<file path="config.mk">
export PLATFORM = sky130hd
export DESIGN_NAME = corr_result_sequencer
export DESIGN_NICKNAME = d
export VERILOG_FILES = /design/src/rtl/corr_result_sequencer.sv
export SDC_FILE = /design/constraint.sdc
export NUM_CORES = 1
export LEC_CHECK = 0
export ABC_AREA = 1
export BUFFER_PORTS_ARGS = -buffer_cell sky130_fd_sc_hd__buf_4
export CAP_MARGIN = 15
export CORE_MARGIN = 10
export CORE_UTILIZATION = 60
export DETAILED_ROUTE_END_ITERATION = 8
export PLACE_DENSITY_LB_ADDON = 0.15
export SLEW_MARGIN = 20
export SYNTH_ARGS = -nofsm -noshare
export SYNTH_HDL_FRONTEND = slang
export SYNTH_SLANG_ARGS = --single-unit
export TNS_END_PERCENT = 1
</file>
<file path="constraint.sdc">
create_clock -name clk -period 16.04 [get_ports clk]
set_clock_uncertainty 0.1 [all_clocks]
set_input_delay 0 -clock clk [delete_from_list [all_inputs] [get_ports clk]]
set_output_delay 0 -clock clk [all_outputs]
set_load 0.02 [all_outputs]
</file>
<file path="src/rtl/corr_result_sequencer.sv">
// Harvests finished correlation results from NCORR correlator blocks over the shared register bus
// and queues {chan, cnt, corr64} records for the tracking-loop logic.
module corr_result_sequencer #(
  parameter int unsigned NCORR      = 32,
  parameter logic [31:0] BASE       = 32'hFE000780,
  parameter logic [31:0] STRIDE     = 32'h00000010,
  parameter int unsigned FIFO_DEPTH = 4
) (
  input  logic             clk,
  input  logic             rst,
  input  logic [NCORR-1:0] seen,
  input  logic             host_busy,
  output logic [31:0]      addr,
  output logic             read,
  input  logic [31:0]      Rdata,
  output logic             res_valid,
  input  logic             res_ready,
  output logic [4:0]       res_chan,
  output logic [31:0]      res_cnt,
  output logic [63:0]      res_corr,
  output logic [NCORR-1:0] overrun
);

  localparam int unsigned AW   = $clog2(FIFO_DEPTH);
  localparam int unsigned CW   = AW + 1;
  localparam int unsigned RecW = 5 + 32 + 64;
  localparam logic [CW-1:0] FifoDepthC = FIFO_DEPTH[CW-1:0];

  typedef enum logic [2:0] {StIdle, StRdCnt, StRdLow, StRdHigh, StRdStat, StPush} state_e;

  state_e           state_q;
  logic [NCORR-1:0] seen_q, pending_q, pending_d, overrun_q, overrun_d, rise, clr_mask, rot;
  logic [4:0]       chan_q, rr_ptr_q, grant_chan;
  logic [31:0]      cnt_q, low_q, high_q, chan_base;
  logic [5:0]       grant_off, gsum;
  logic             grant_found, fifo_full, push, pop;
  logic [AW-1:0]    wr_ptr_q, rd_ptr_q;
  logic [CW-1:0]    fifo_cnt_q;
  logic [RecW-1:0]  mem_q [FIFO_DEPTH];
  logic [RecW-1:0]  head;

  assign rise      = seen & ~seen_q;
  assign push      = (state_q == StPush);
  assign pop       = res_valid & res_ready;
  assign fifo_full = (fifo_cnt_q == FifoDepthC);
  assign chan_base = BASE + 32'(chan_q) * STRIDE;

  // A rise during the PUSH that retires this channel is a new event, not an overrun.
  always_comb begin
    for (int i = 0; i < NCORR; i++) begin
      clr_mask[i] = push && (chan_q == 5'(i));
    end
    pending_d = (pending_q & ~clr_mask) | rise;
    overrun_d = overrun_q | (rise & pending_q & ~clr_mask);
  end

  // Rotate pending so bit 0 is rr_ptr; the lowest set bit is the round-robin winner.
  always_comb begin
    rot         = NCORR'({pending_q, pending_q} >> rr_ptr_q);
    grant_found = |rot;
    grant_off   = '0;
    for (int i = NCORR - 1; i >= 0; i--) begin
      if (rot[i]) grant_off = 6'(i);
    end
    gsum = {1'b0, rr_ptr_q} + grant_off;
    if (gsum >= 6'(NCORR)) gsum = gsum - 6'(NCORR);
    grant_chan = gsum[4:0];
  end

  always_comb begin
    read = 1'b0;
    addr = '0;
    if (!host_busy) begin
      unique case (state_q)
        StRdCnt:  begin read = 1'b1; addr = chan_base;           end
        StRdLow:  begin read = 1'b1; addr = chan_base + 32'h4;   end
        StRdHigh: begin read = 1'b1; addr = chan_base + 32'h8;   end
        StRdStat: begin read = 1'b1; addr = chan_base + 32'hC;   end
        default:  ;
      endcase
    end
  end

  always_ff @(posedge clk) begin
    if (rst) begin
      state_q    <= StIdle;
      seen_q     <= '0;
      pending_q  <= '0;
      overrun_q  <= '0;
      rr_ptr_q   <= '0;
      chan_q     <= '0;
      cnt_q      <= '0;
      low_q      <= '0;
      high_q     <= '0;
      wr_ptr_q   <= '0;
      rd_ptr_q   <= '0;
      fifo_cnt_q <= '0;
    end else begin
      seen_q    <= seen;
      pending_q <= pending_d;
      overrun_q <= overrun_d;
      if (pop) rd_ptr_q <= rd_ptr_q + AW'(1);
      if (push && !pop) fifo_cnt_q <= fifo_cnt_q + CW'(1);
      else if (!push && pop) fifo_cnt_q <= fifo_cnt_q - CW'(1);
      unique case (state_q)
        StIdle: begin
          // At most one record is ever in flight, so a non-full FIFO guarantees its slot.
          if (grant_found && !fifo_full) begin
            chan_q  <= grant_chan;
            state_q <= StRdCnt;
          end
        end
        StRdCnt: if (!host_busy) begin
          cnt_q   <= Rdata;
          state_q <= StRdLow;
        end
        StRdLow: if (!host_busy) begin
          low_q   <= Rdata;
          state_q <= StRdHigh;
        end
        StRdHigh: if (!host_busy) begin
          high_q  <= Rdata;
          state_q <= StRdStat;
        end
        StRdStat: if (!host_busy) state_q <= StPush;
        StPush: begin
          wr_ptr_q <= wr_ptr_q + AW'(1);
          rr_ptr_q <= (chan_q == 5'(NCORR - 1)) ? 5'd0 : chan_q + 5'd1;
          state_q  <= StIdle;
        end
        default: state_q <= StIdle;
      endcase
    end
  end

  always_ff @(posedge clk) begin
    if (push && !rst) mem_q[wr_ptr_q] <= {chan_q, cnt_q, high_q, low_q};
  end

  assign head      = mem_q[rd_ptr_q];
  assign res_valid = (fifo_cnt_q != '0);
  assign res_chan  = head[RecW-1 -: 5];
  assign res_cnt   = head[95:64];
  assign res_corr  = head[63:0];
  assign overrun   = overrun_q;

endmodule

</file>
==> metrics.cfg <==
[power_and_ir_drop]
switchingPower_uw = 1450
seqPwrFrac = 0.428
design_power_total_uw = 4440
share_comb_of_total_power = 0.258
vdd_drop_max_v = 0.000130
power.density_cell_area_nw_per_um2 = 148
power.share.switching = 0.326
p_leak_uw = 0.0119
cell_internal_pwr_uw = 2990
p_clk_frac = 0.314

[yosys]
syn_avg_cell_area_um2 = 10.0
synthCells = 2502
synth-edff-count = 404
synth_seq_cells = 618
netlist_area_um2 = 25100
ys.flop_type = sky130_fd_sc_hd__edfxtp_1
synth.yosys.seq_area_share = 0.654
ys_types = 39
asyncSetResetFlopFracSynth = 0
yosys_warnings = 0

[global_routing]
grt-ovfl-total = 0
antenna_found_initial = 0
pin_count_of_the_biggest_net_entering_global_routing = 126
grt_pass1_vias = 19266
grt_first_pass_wirelength_mm = 107
grtUsageTotal = 0.270

[worst_setup_path]
wp_buf_inv = 4
timing.critical_path.from_type = flop
worstSetupEndpointType = flop
timing.setup.critical_path_class = flop to flop
crit_top_cell = sky130_fd_sc_hd__nand2_1
worst_path_dominant_cell_family = simple AND/OR/NAND/NOR gates
worstPathMaxFanout = 32
worst-endpoint-arrival_ps = 5520
required_ps = 16440
regToRegSetupSlack_ps = 10930
worst_path_largest_cell_delay_ps = 520
slowest_stage = sky130_fd_sc_hd__dfxtp_1

[clock_tree]
tritoncts = yes
cts_buffer_depth = 3
hold_buffers = 99
clk_pin_slew_worst_paths_ps = 60
cts_resized = 0
htreeDepth = 2
cts.sink_count = 618
cts_post_setup_buffers_inserted = 0
ctsRootBufferMaster = sky130_fd_sc_hd__clkbuf_16
clk-insertion-delay-late_ps = 620
total_clock_buffers_created_by_cts = 57

[place]
dpl_cell_area_um2 = 27000
gp_congestion = 0.939
post-dp-hpwl_mm = 41.8
pre_cts_slack_ps = 11030
number_of_input_and_output_port_buffers_inserted = 219

[floorplan]
fp.dieH_um = 225
die_width_um = 225
placementRows = 74
effective_utilization_at_floorplan = 0.611
placeableCoreArea_um2 = 41100
die_area_um2 = 50400
ioPinCount = 235

[timing]
period_share = 0.319
hold-worst-slack_ps = 84.4
final_period_minus_worst_setup_slack_ps = 5110
fmax_mhz = 196
report.final.setup_viol = 0
totalNegativeSetupSlack_ps = 0
max-slew-margin-rel = 0.237
fin_ws_ps = 10930
final-hold-violation-count = 0
drv_slew = 0
worst_slew_pin_slew_ps = 1140
unrepaired_setup_endpoints_after_global_routing = false

[route]
detailedRoute.firstPassIterationCount = 6
drt-initial-drc-count = 1997
route.detailed.wl_per_inst_um = 20.7
route.final.wire_length_mm = 69.0
drt.antenna.violating_nets = 0
drt_drc_violations_left = 0
route.detailed.vias_per_inst = 5.75
routed-via-count = 19185

[layout]
fin_area_um2 = 29900
final_net_count = 2840
fillCellCount = 2820
diode_count = 0
area_of_combinational_cells_with_multiple_inputs_um2 = 7540
area_delta_synth_final_pct = 19.2
layout_cell_share_with_drive_strength_beyond_1 = 0.143
area.sequential_um2 = 16400

[run_status]
outcome = completed

[flow_run]
max_cap_violations = 0

[worst_hold_path]
worstHoldPathType = primary input to flop

path summary, 6_finish.rpt:
check                                start                      to  cells after the start
setup / recovery  rr_ptr_q[0]$_SDFFE_PP0P_  chan_q[4]$_SDFFE_PP0P_                     42
setup reg to reg  rr_ptr_q[0]$_SDFFE_PP0P_  chan_q[4]$_SDFFE_PP0P_                     42
hold reg to reg     overrun[31]$_SDFF_PP0_  overrun[31]$_SDFF_PP0_                      2
hold / removal                   Rdata[22]  cnt_q[22]$_SDFFE_PP0P_                      4
cells by family after synthesis:
| kind of cell | share of synthesized area |
|---|---|
| DFF | 0.654 |
| other | 0.000149 |
| xor gates and xnor gates | 0.00174 |
| AOI/OAI and AO/OA | 0.121 |
| buffers and inverters | 0.0499 |
| adders and majority gates | 0.00957 |
| muxes | 0.000798 |
| and+or+nand+nor | 0.162 |
cell usage after synthesis (all sizes together) (4+ instances only):
cell / number / area [um^2]
or2: 36 / 225
a21oi: 63 / 319
buf: 56 / 360
dfxtp: 214 / 4280
a31oi: 9 / 56.3
o22ai: 101 / 632
clkbuf: 110 / 413
o21ai: 357 / 1800
xor2: 4 / 35.0
edfxtp: 404 / 12100
o21a: 13 / 97.6
o31ai: 14 / 105
nand2: 239 / 912
inv: 127 / 479
nor2: 576 / 2160
nand3: 146 / 731
ha: 16 / 200
flip-flops by register name, summed over array words and instances, names as in the netlist, 5 cells and up, named ones only:
signal and cells:
mem_q 404, cnt_q 32, high_q 32, low_q 32, overrun 32, pending_q 32, seen_q 32, chan_q 5
rr_ptr_q 5
through the flow:
stage | utilization | std cells
2_1_floorplan | - | 2516
3_3_place_gp | 0.656 | 3128
3_5_place_dp | 0.656 | 3128
4_1_cts | 0.728 | 3335
5_1_grt | 0.728 | 3335
6_report | 0.728 | 3335
layout make-up:
class	count	share of cell area
Sequential cell	618	0.549
Clock inverter	25	0.00983
Timing Repair Buffer	345	0.0948
Tap cell	532	0.0222
Multi-Input combinational cell	1605	0.252
Clock buffer	83	0.0560
Inverter	127	0.0163
per-layer routing:
metal  part of all wire  vias up  global-route usage  wire (um)
met5                  0        -                   0          0
met4              0.034        0               0.103       2340
met3              0.075      147              0.0472       5210
met2               0.50      802               0.465      34400
met1               0.39     9173               0.335      27000
li1                   -     9063                   -          -
power groups by stage:
stage	combinational (uW)	clock, uW	sequential [uW]
after floorplan	686	0	1900
after global placement	1100	0	1920
after detailed placement	1120	0	1930
after CTS	1150	1400	1900
after global routing	1240	1470	1910
final	1150	1390	1900
cell usage in the layout, fill, tap and decap left out, types with 2 or more instances in the layout:
cell type                       count
sky130_fd_sc_hd__a21boi_0           2
sky130_fd_sc_hd__a21oi_1           62
sky130_fd_sc_hd__a31oi_1            9
sky130_fd_sc_hd__buf_4            246
sky130_fd_sc_hd__bufinv_16          5
sky130_fd_sc_hd__clkbuf_1          12
sky130_fd_sc_hd__clkbuf_16         58
sky130_fd_sc_hd__clkbuf_8          13
sky130_fd_sc_hd__clkinv_1           3
sky130_fd_sc_hd__clkinv_2          10
sky130_fd_sc_hd__clkinvlp_4         4
sky130_fd_sc_hd__conb_1            15
sky130_fd_sc_hd__dfxtp_1          212
sky130_fd_sc_hd__dfxtp_4            2
sky130_fd_sc_hd__dlygate4sd3_1     99
sky130_fd_sc_hd__edfxtp_1         404
sky130_fd_sc_hd__fa_1               2
sky130_fd_sc_hd__ha_1              16
sky130_fd_sc_hd__inv_1            122
sky130_fd_sc_hd__inv_6              3
sky130_fd_sc_hd__mux2i_1            2
sky130_fd_sc_hd__nand2_1          233
sky130_fd_sc_hd__nand2_2            6
sky130_fd_sc_hd__nand3_1          146
sky130_fd_sc_hd__nor2_1           569
sky130_fd_sc_hd__nor2_4             7
sky130_fd_sc_hd__nor3_1             2
sky130_fd_sc_hd__o21a_1            13
sky130_fd_sc_hd__o21ai_0          351
sky130_fd_sc_hd__o21ai_1            3
sky130_fd_sc_hd__o21ai_2            3
sky130_fd_sc_hd__o21bai_1           2
sky130_fd_sc_hd__o22ai_1          101
sky130_fd_sc_hd__o31ai_1           14
sky130_fd_sc_hd__or2_2             35
sky130_fd_sc_hd__xor2_1             4
worst min-delay path, stage by stage:
cell	delay [ps]
sky130_fd_sc_hd__dlygate4sd3_1	520
sky130_fd_sc_hd__buf_4	120
sky130_fd_sc_hd__nor2_1	40
sky130_fd_sc_hd__nor2_1	90
No activity file was read; power rests on OpenSTA's default activity.
